===== src/rtl/nioshello_ram_loader_pkg.sv =====
// Shared types and constants for the niosHello RAM loader.
package nioshello_ram_loader_pkg;

    localparam int DEFAULT_ADDR_W = 16;
    localparam int DEFAULT_CNT_W  = DEFAULT_ADDR_W + 1;
    localparam int LANES          = 4;
    localparam int BYTE_W         = 8;

    typedef enum logic [1:0] {
        IDLE    = 2'd0,
        FILL    = 2'd1,
        FLUSH   = 2'd2,
        DONE_ST = 2'd3
    } state_t;

    // Byteenable with the lowest n lanes set (n = 0..LANES).
    function automatic logic [LANES-1:0] be_from_count(input logic [2:0] n);
        logic [4:0] mask;
        mask = (5'd1 << n) - 5'd1;
        return mask[LANES-1:0];
    endfunction

endpackage


===== src/rtl/nioshello_ram_loader_if.sv =====
// Byte stream in and RAM write port out; master is the loader side, slave is
// the environment (stream source plus RAM).
interface nioshello_ram_loader_if
    import nioshello_ram_loader_pkg::*;
#(
    parameter int ADDR_W = DEFAULT_ADDR_W
) ();

    logic [BYTE_W-1:0]       in_data;
    logic                    in_valid;
    logic                    in_eop;
    logic                    in_ready;
    logic [ADDR_W-1:0]       ram_address;
    logic [LANES-1:0]        ram_byteenable;
    logic [LANES*BYTE_W-1:0] ram_writedata;
    logic                    ram_write;
    logic                    ram_chipselect;
    logic                    ram_clken;

    modport master (
        input  in_data, in_valid, in_eop,
        output in_ready,
        output ram_address, ram_byteenable, ram_writedata,
        output ram_write, ram_chipselect, ram_clken
    );

    modport slave (
        output in_data, in_valid, in_eop,
        input  in_ready,
        input  ram_address, ram_byteenable, ram_writedata,
        input  ram_write, ram_chipselect, ram_clken
    );

endinterface


===== src/rtl/nioshello_ram_loader_packer.sv =====
// Little-endian byte-to-word packer; presents a finished word combinationally
// in the cycle its completing byte is accepted.
module nioshello_ram_loader_packer
    import nioshello_ram_loader_pkg::*;
(
    input  logic                    clk,
    input  logic                    reset,
    input  logic                    clear,
    input  logic                    accept,
    input  logic [BYTE_W-1:0]       byte_in,
    input  logic                    eop,
    output logic                    word_valid,
    output logic [LANES*BYTE_W-1:0] word,
    output logic [LANES-1:0]        be
);

    logic [1:0]              lane_q;
    logic [LANES*BYTE_W-1:0] pack_q;
    logic [LANES-1:0]        be_q;

    // Merge the incoming byte so the word can be handed off with no bubble.
    always_comb begin
        word_valid = accept && ((lane_q == 2'(LANES - 1)) || eop);
        word       = pack_q;
        word[lane_q*BYTE_W +: BYTE_W] = byte_in;
        be         = be_q | (LANES'(1) << lane_q);
    end

    always_ff @(posedge clk) begin
        if (reset || clear) begin
            lane_q <= '0;
            pack_q <= '0;
            be_q   <= '0;
        end else if (accept) begin
            if (word_valid) begin
                lane_q <= '0;
                pack_q <= '0;
                be_q   <= '0;
            end else begin
                lane_q <= lane_q + 2'd1;
                pack_q <= word;
                be_q   <= be;
            end
        end
    end

endmodule


===== src/rtl/nioshello_ram_loader.sv =====
// Byte-stream to on-chip RAM loader: packs bytes into 32-bit words and writes
// them to consecutive word addresses starting at a programmed base.
//
// state   | meaning
// IDLE    | waiting for start
// FILL    | accepting stream bytes
// FLUSH   | final word is on the RAM port
// DONE_ST | one-cycle done pulse
module nioshello_ram_loader
    import nioshello_ram_loader_pkg::*;
#(
    parameter int ADDR_W = DEFAULT_ADDR_W,
    parameter int CNT_W  = DEFAULT_CNT_W
) (
    input  logic                   clk,
    input  logic                   reset,
    input  logic                   start,
    input  logic [ADDR_W-1:0]      base_addr,
    input  logic [CNT_W-1:0]       max_words,
    nioshello_ram_loader_if.master bus,
    output logic                   busy,
    output logic                   done,
    output logic [CNT_W-1:0]       words_written
);

    state_t                  state_q;
    state_t                  state_d;
    logic                    in_ready_c;
    logic                    start_ok;
    logic                    accept;
    logic                    limit_hit;
    logic                    word_valid;
    logic [LANES*BYTE_W-1:0] word;
    logic [LANES-1:0]        word_be;

    logic [ADDR_W-1:0]       base_q;
    logic [CNT_W-1:0]        max_q;
    logic [CNT_W-1:0]        words_q;
    logic                    wr_q;
    logic [ADDR_W-1:0]       addr_q;
    logic [LANES*BYTE_W-1:0] data_q;
    logic [LANES-1:0]        be_q;

    assign start_ok  = start && (state_q == IDLE);
    assign accept    = bus.in_valid && in_ready_c;
    // Non-final words take four accepts, so words_q is current whenever a word completes.
    assign limit_hit = (words_q + CNT_W'(1)) == max_q;

    nioshello_ram_loader_packer u_packer (
        .clk        (clk),
        .reset      (reset),
        .clear      (start_ok),
        .accept     (accept),
        .byte_in    (bus.in_data),
        .eop        (bus.in_eop),
        .word_valid (word_valid),
        .word       (word),
        .be         (word_be)
    );

    always_ff @(posedge clk) begin
        if (reset) begin
            state_q <= IDLE;
        end else begin
            state_q <= state_d;
        end
    end

    always_comb begin
        state_d = state_q;
        case (state_q)
            IDLE: begin
                if (start) begin
                    state_d = (max_words == '0) ? DONE_ST : FILL;
                end
            end
            FILL: begin
                if (word_valid && (bus.in_eop || limit_hit)) begin
                    state_d = FLUSH;
                end
            end
            FLUSH:   state_d = DONE_ST;
            DONE_ST: state_d = IDLE;
            default: state_d = IDLE;
        endcase
    end

    always_comb begin
        in_ready_c = (state_q == FILL);
        busy       = (state_q != IDLE);
        done       = (state_q == DONE_ST);
    end

    always_ff @(posedge clk) begin
        if (reset) begin
            base_q  <= '0;
            max_q   <= '0;
            words_q <= '0;
            wr_q    <= 1'b0;
            addr_q  <= '0;
            data_q  <= '0;
            be_q    <= '0;
        end else begin
            wr_q <= word_valid;
            if (start_ok) begin
                base_q  <= base_addr;
                max_q   <= max_words;
                words_q <= '0;
            end else if (wr_q) begin
                words_q <= words_q + CNT_W'(1);
            end
            // Address arithmetic wraps at the RAM size by truncation.
            if (word_valid) begin
                addr_q <= base_q + words_q[ADDR_W-1:0];
                data_q <= word;
                be_q   <= word_be;
            end
        end
    end

    assign bus.in_ready       = in_ready_c;
    assign bus.ram_address    = addr_q;
    assign bus.ram_writedata  = data_q;
    assign bus.ram_byteenable = be_q;
    assign bus.ram_write      = wr_q;
    assign bus.ram_chipselect = wr_q;
    assign bus.ram_clken      = 1'b1;
    assign words_written      = words_q;

endmodule


===== src/flat_wrapper.sv =====
// flat-port wrapper written by rule: the top's interface ports become plain ports
module nioshello_ram_loader_flat import nioshello_ram_loader_pkg::*;
#(
    parameter int ADDR_W = DEFAULT_ADDR_W,
    parameter int CNT_W  = DEFAULT_CNT_W
)
  (clk, reset, start, base_addr, max_words, busy, done, words_written, bus_in_data, bus_in_valid, bus_in_eop, bus_in_ready, bus_ram_address, bus_ram_byteenable, bus_ram_writedata, bus_ram_write, bus_ram_chipselect, bus_ram_clken);
  nioshello_ram_loader_if #(.ADDR_W(ADDR_W)) bus_i ();
  input  logic clk;
  input  logic reset;
  input  logic start;
  input  logic [ADDR_W-1:0] base_addr;
  input  logic [CNT_W-1:0] max_words;
  output logic busy;
  output logic done;
  output logic [CNT_W-1:0] words_written;
  input wire logic [$bits(bus_i.in_data)-1:0] bus_in_data;
  input wire logic [$bits(bus_i.in_valid)-1:0] bus_in_valid;
  input wire logic [$bits(bus_i.in_eop)-1:0] bus_in_eop;
  output wire logic [$bits(bus_i.in_ready)-1:0] bus_in_ready;
  output wire logic [$bits(bus_i.ram_address)-1:0] bus_ram_address;
  output wire logic [$bits(bus_i.ram_byteenable)-1:0] bus_ram_byteenable;
  output wire logic [$bits(bus_i.ram_writedata)-1:0] bus_ram_writedata;
  output wire logic [$bits(bus_i.ram_write)-1:0] bus_ram_write;
  output wire logic [$bits(bus_i.ram_chipselect)-1:0] bus_ram_chipselect;
  output wire logic [$bits(bus_i.ram_clken)-1:0] bus_ram_clken;
  assign bus_i.in_data = bus_in_data;
  assign bus_i.in_valid = bus_in_valid;
  assign bus_i.in_eop = bus_in_eop;
  assign bus_in_ready = bus_i.in_ready;
  assign bus_ram_address = bus_i.ram_address;
  assign bus_ram_byteenable = bus_i.ram_byteenable;
  assign bus_ram_writedata = bus_i.ram_writedata;
  assign bus_ram_write = bus_i.ram_write;
  assign bus_ram_chipselect = bus_i.ram_chipselect;
  assign bus_ram_clken = bus_i.ram_clken;
  nioshello_ram_loader #(.ADDR_W(ADDR_W), .CNT_W(CNT_W)) u_core (.clk(clk), .reset(reset), .start(start), .base_addr(base_addr), .max_words(max_words), .bus(bus_i), .busy(busy), .done(done), .words_written(words_written));
endmodule

===== config.mk =====
export PLATFORM = sky130hd
export DESIGN_NAME = nioshello_ram_loader_flat
export DESIGN_NICKNAME = d
export VERILOG_FILES = /design/src/rtl/nioshello_ram_loader_pkg.sv /design/src/rtl/nioshello_ram_loader_if.sv /design/src/rtl/nioshello_ram_loader_packer.sv /design/src/rtl/nioshello_ram_loader.sv /design/src/flat_wrapper.sv
export SDC_FILE = /design/constraint.sdc
export NUM_CORES = 1
export LEC_CHECK = 0
export ABC_AREA = 1
export ABC_CLOCK_PERIOD_IN_PS = 2650
export CORE_UTILIZATION = 50
export DETAILED_ROUTE_END_ITERATION = 7
export PLACE_DENSITY_LB_ADDON = 0.1
export SYNTH_ARGS = -nofsm -noshare
export SYNTH_HDL_FRONTEND = slang
export SYNTH_SLANG_ARGS = --single-unit
export TNS_END_PERCENT = 100

===== constraint.sdc =====
create_clock -name clk -period 2.65 [get_ports clk]
set_input_delay 0.53 -clock clk [delete_from_list [all_inputs] [get_ports clk]]
set_output_delay 0.53 -clock clk [all_outputs]
set_load 0.005 [all_outputs]

* After elaboration in Yosys (flattened, before gate mapping)
Cells that the tools add are included.
Operators by class: muxes and demuxes 8, $add $sub $neg 4, div/mod/pow operators 0, multiply operators 0, equality and inequality tests 7, bitwise gates (word level) 1, shift-type cells 3, reductions and logical operators 12, magnitude comparators 0
Operators by type and width (number):
- 5-bit negator with 34-bit output | 1
- 8-bit by 34-bit variable shift with 32-bit output, first input constant | 1
- 8-bit by 34-bit indexed part select with 32-bit output | 1
- 32-bit bitwise mux | 1
- 32-bit two-way mux | 1
- 17-bit by 1-bit adder with 17-bit output, second input constant | 1
- 17-bit equality test | 1
- 17-bit logical NOT | 1
- 16-bit adder | 1
- 2-bit two-way mux | 4
- 2-bit case mux with 4 select lines | 1
- 2-bit equality test, second input constant | 3
- 1-bit logical AND | 4
- 4-bit two-way mux | 1
- 2-bit inequality test, second input constant | 2
- 4-bit OR | 1
- 1-bit by 2-bit left shift with 4-bit output, first input constant | 1
- 1-bit logical OR | 3
- 2-bit by 1-bit adder with 2-bit output, second input constant | 1
- 2-bit by 1-bit equality test with 1-bit output, second input constant | 1
- 2-bit logical NOT | 1
- 2-bit AND reduction | 1
- 2-bit nonzero test | 1
- 2-bit OR reduction | 1
Word-level totals: RAM bits 0, bits in latches 0, bits in read-only memories 0, output and inout port bits 75, memories 0, word-level logic and storage cells 46, bits in registers 143, input port bits 46

* Depth between registers and ports, before layout
depth in word-level cells 6, mapped depth 19

* Cells and area by module
A second synthesis with hierarchy kept.
Second synthesis, totals: cells, all modules 1033, area, all modules 7248.2 um^2
Modules (own cells, without submodules):
- nioshello_ram_loader | seq. area each 2102.0 um^2, area each 5266.3 um^2, instances 1, cells an instance 727
- nioshello_ram_loader_packer | seq. area each 760.7 um^2, area each 1981.9 um^2, instances 1, cells an instance 306

* Worst setup path after synthesis
No wires, ideal clock.
kind reg-to-reg, start register u_core.words_q[0], in the netlist u_core.words_written[0], end register u_core.addr_q[12], in the netlist u_core.bus.ram_address[12], data arrival time 2.145 ns, setup slack 0.390 ns, library setup time 0.115 ns, data required time 2.535 ns, stages on the path, launching flop included 15, path through dfxtp_1 -> ha_1 -> inv_1 -> fa_1 -> nand3b_1 -> nand3_1 -> nand3_1 -> nand2_1 -> nand2_1 -> nand3_1 -> nand2_1 -> o21ai_0 -> xor2_1 -> o21ai_0 -> inv_1
Between the ends: cells in the longest elaborated chain, start to end 1
RTL lines:
- start: declaration | RTL line nioshello_ram_loader.sv:38 | logic [CNT_W-1:0] words_q;
- start signal: assignment | RTL line nioshello_ram_loader.sv:110 | words_q <= words_q + CNT_W'(1);
- 16-bit adder | RTL line nioshello_ram_loader.sv:114 | addr_q <= base_q + words_q[ADDR_W-1:0];
- end signal: assignment | RTL line nioshello_ram_loader.sv:114
- end: declaration | RTL line nioshello_ram_loader.sv:40 | logic [ADDR_W-1:0] addr_q;
No other way between the ends. A chain may end at the register's enable or synchronous reset.

* Worst setup path after layout
start register u_core.words_q[1], in the netlist u_core.words_written[1], end register u_core.addr_q[12], in the netlist u_core.bus.ram_address[12]
Same word-level chain as after synthesis.

==> flow_metrics.tcl <==
set metrics [dict create \
    avg_wl_per_cell_um 14.38 \
    clock_tree_from_tritoncts "done" \
    worst_path_clk_slew_ps 60 \
    finalWirelength_mm 19.29 \
    portBuffers 119 \
    synth_compound_area_frac 0.1731 \
    cts.hold.buffers_added 0 \
    vdd_drop_max_v 0.0004785 \
    io_pins 121 \
    max_slew.worst_pin.slew_ps 512.7 \
    timing.reg2reg.setup_slack_ps 250 \
    fill_cells 1304 \
    grt_start_max_net_pins 47 \
    syn_nets 1114 \
    gr-usage-all-layers 0.2667 \
    setup_ws_ps 251.3 \
    fp.dieArea_um2 14840 \
    simple_gate_share_of_the_synthesized_area 0.2397 \
    num_antenna_cells 0 \
    fin_nets 1225 \
    syn2layout_area_growth_pct 27.27 \
    die_height_um 121.8 \
    number_of_antenna_violations_at_the_first_check_in_global_routing 0 \
    global_route_wire_length_before_repair_mm 30.56 \
    max-clock-path-buffers 2 \
    setup_buffers_after_cts 0 \
    critical_path.startpoint_type "flop" \
    drc 0 \
    yosysWarningCount 0 \
    via_count_of_the_routed_design 6899 \
    clock-root-buffer "sky130_fd_sc_hd__clkbuf_16" \
    synth_top_family_by_area "simple AND/OR/NAND/NOR gates" \
    design.core.area_um2 13930 \
    firstDrtPassIters 6 \
    insertion_delay_ps 430 \
    maxCapViolCount 0 \
    ys_seq_elements 143 \
    via_count_of_the_first_global_routing_pass 6216 \
    muxShareOfSynthArea 0 \
    worst_clock_skew_ps 12.49 \
    ys_types 41 \
    min-delay-path-class "reg2reg" \
    relSlewSlack 0.6561 \
    cts_resized 0 \
    avgViaCountPerCell 5.145 \
    max_clock_freq_mhz 416.9 \
    synth.cell_area_um2 7177 \
    fraction_of_final_layout_cells_sized_beyond_drive_strength_1 0.06202 \
    h-tree-depth 4 \
    setup_violating_endpoint_count_in_the_final_report 0 \
    floorplan.initialDensity 0.5150 \
    cts-buffers-inserted 17 \
    placementRows 43 \
    maxSlewViolCount 0 \
    layout_min_cycle_time_ps 2399 \
    static-leakage-power_nw 3.966 \
    timing.final.hold_violations 0 \
    globalRoute.totalOverflow 0 \
    hpwlAfterDp_mm 13.78 \
    synth-adder-area-share 0.05335 \
    layout_worst_path_cycle_share 0.9052 \
    post-layout-total-power_mw 6.682 \
    seq_area_frac_synth 0.3989 \
    tritoncts_num_sinks 143 \
    syn_avg_cell_area_um2 6.914 \
    die_w_um 121.8 \
    path_class "reg2reg" \
    outcome "complete, no violations" \
    worst_setup_path_end_kind "flop" \
    gp_routability_congestion 0.9041 \
    worstPathMaxFanout 6 \
    worstPathRequired_ps 2980 \
    synth_cells 1038 \
    antenna_violating_nets_post_route 0 \
    xor_xnor_fraction_of_synth_area 0.02755 \
    dpl_worst_slack_ps 326.5 \
    number_of_design_rule_violations_left_by_the_first_detailed_router_iteration 436 \
    power_density_relative_to_cell_area_nw_per_um2 731.6 \
    grt_setup_unrepaired "no" \
    timing.critical_path.arrival_ps 2730 \
    final.setup.tns_ps 0 \
]
[cell families (layout without fill, tap and decap cells)]
family | count (synthesis) | after routing
other cells | 1 | 1
simple gates | 414 | 414
compound gates | 227 | 227
fa+ha+maj | 30 | 30
flops | 143 | 143
xor+xnor | 21 | 21
buf+inv | 202 | 325
[routing by layer]
layer / up-vias / GRT usage / wire length (µm)
met5: - / 0 / 0
met2: 161 / 0.4650 / 9597
met1: 3149 / 0.3243 / 8371
met3: 30 / 0.05431 / 931
li1: 3559 / - / -
met4: 0 / 0.09105 / 389
[worst paths after layout]
kind	end	cells past startpoint	startpoint
worst max-delay path	u_core.bus.ram_address[12]	13	u_core.words_written[1]
worst min-delay path	u_core.u_packer.be_q[3]	2	u_core.u_packer.be_q[3]
worst max register to register	u_core.bus.ram_address[12]	13	u_core.words_written[1]
worst min register to register	u_core.u_packer.be_q[3]	2	u_core.u_packer.be_q[3]
[power breakdown]
group          switching (mW)  internal [mW]  leakage (nW)
combinational            1.06          0.781          2.54
clock                   0.954           1.29         0.259
sequential              0.174           2.43          1.16
[synth_stat cells (all sizes together)]
library cell,n,share of area
o21ai,100,0.070
o221ai,1,0.0012
nor3,5,0.0035
o211ai,8,0.0084
conb,1,0.00052
a21boi,1,0.0010
nor4,4,0.0035
o31ai,1,0.0010
a21o,1,0.0010
or2,2,0.0017
xnor3,1,0.0031
nand2,174,0.094
clkinv,2,0.0010
xor2,13,0.016
buf,11,0.0070
clkbuf,37,0.019
o32ai,8,0.0098
nand3b,2,0.0021
ha,29,0.051
fa,1,0.0028
o221a,1,0.0016
a211oi,1,0.0010
a31oi,2,0.0017
inv,152,0.079
nor2,170,0.094
a21oi,79,0.055
dfxtp,143,0.40
xnor2,7,0.0085
nand3,52,0.037
o22ai,24,0.021
nand4,5,0.0044
[worst max-delay path, cell delays in order, from the launching register on]
cell                       delay, ps
sky130_fd_sc_hd__dfxtp_1         430
sky130_fd_sc_hd__inv_1           130
sky130_fd_sc_hd__fa_1            480
sky130_fd_sc_hd__nand3b_1        190
sky130_fd_sc_hd__nand3_1         110
sky130_fd_sc_hd__nand3_1          70
sky130_fd_sc_hd__nand2_1         130
sky130_fd_sc_hd__nand2_1         110
sky130_fd_sc_hd__nand3_1          80
sky130_fd_sc_hd__nand2_1          70
sky130_fd_sc_hd__o21ai_0         200
sky130_fd_sc_hd__xor2_1           90
sky130_fd_sc_hd__o21ai_0         150
sky130_fd_sc_hd__inv_1            50
[final cells by class]
cell class | instances | area (µm²) | area share
Tap cell | 180 | 225.2 | 0.02466
Clock buffer | 18 | 429.2 | 0.04699
Timing Repair Buffer | 140 | 1374 | 0.1504
Multi-Input combinational cell | 693 | 3550 | 0.3886
Clock inverter | 13 | 115.1 | 0.01260
Sequential cell | 143 | 2863 | 0.3134
Inverter | 154 | 578.1 | 0.06329
[layout by cell type, fill, tap and decap left out, types with 3 or more instances in the layout]
master                              n
sky130_fd_sc_hd__nand3_1           51
sky130_fd_sc_hd__dfxtp_1          143
sky130_fd_sc_hd__a21oi_1           79
sky130_fd_sc_hd__xnor2_1            7
sky130_fd_sc_hd__clkinv_2           4
sky130_fd_sc_hd__o32ai_1            8
sky130_fd_sc_hd__o21ai_0           96
sky130_fd_sc_hd__o22ai_1           24
sky130_fd_sc_hd__nor2_4             3
sky130_fd_sc_hd__nand2_2            5
sky130_fd_sc_hd__nor2_1           161
sky130_fd_sc_hd__xor2_1            13
sky130_fd_sc_hd__clkbuf_16         17
sky130_fd_sc_hd__nor4_1             4
sky130_fd_sc_hd__nor3_1             5
sky130_fd_sc_hd__o211ai_1           8
sky130_fd_sc_hd__o21ai_1            3
sky130_fd_sc_hd__nand4_1            5
sky130_fd_sc_hd__clkinvlp_4         4
sky130_fd_sc_hd__nor2_2             6
sky130_fd_sc_hd__ha_1              29
sky130_fd_sc_hd__nand2_1          168
sky130_fd_sc_hd__inv_6              3
sky130_fd_sc_hd__buf_4             19
sky130_fd_sc_hd__inv_1            151
sky130_fd_sc_hd__clkdlybuf4s50_1  119
[sequential cells by signal, indices dropped and copies added (netlist names)]
name and flops:
u_core.base_q 16, u_core.bus.ram_address 16, u_core.bus.ram_byteenable 4, u_core.bus.ram_chipselect 1, u_core.bus.ram_writedata 32, u_core.max_q 17, u_core.state_q 2, u_core.u_packer.be_q 4
u_core.u_packer.lane_q 2, u_core.u_packer.pack_q 32, u_core.words_written 17
[stage by stage]
stage          cell area (µm²)  cells  utilization  hold slack, ps
2_1_floorplan             7177   1038            -           415.4
3_3_place_gp              8589   1310       0.6164           432.1
3_5_place_dp              8589   1310       0.6164           434.5
4_1_cts                   9134   1341       0.6555           442.8
5_1_grt                   9134   1341       0.6555           463.0
6_report                  9134   1341       0.6555           444.7
(Power assumes the default switching activity.)
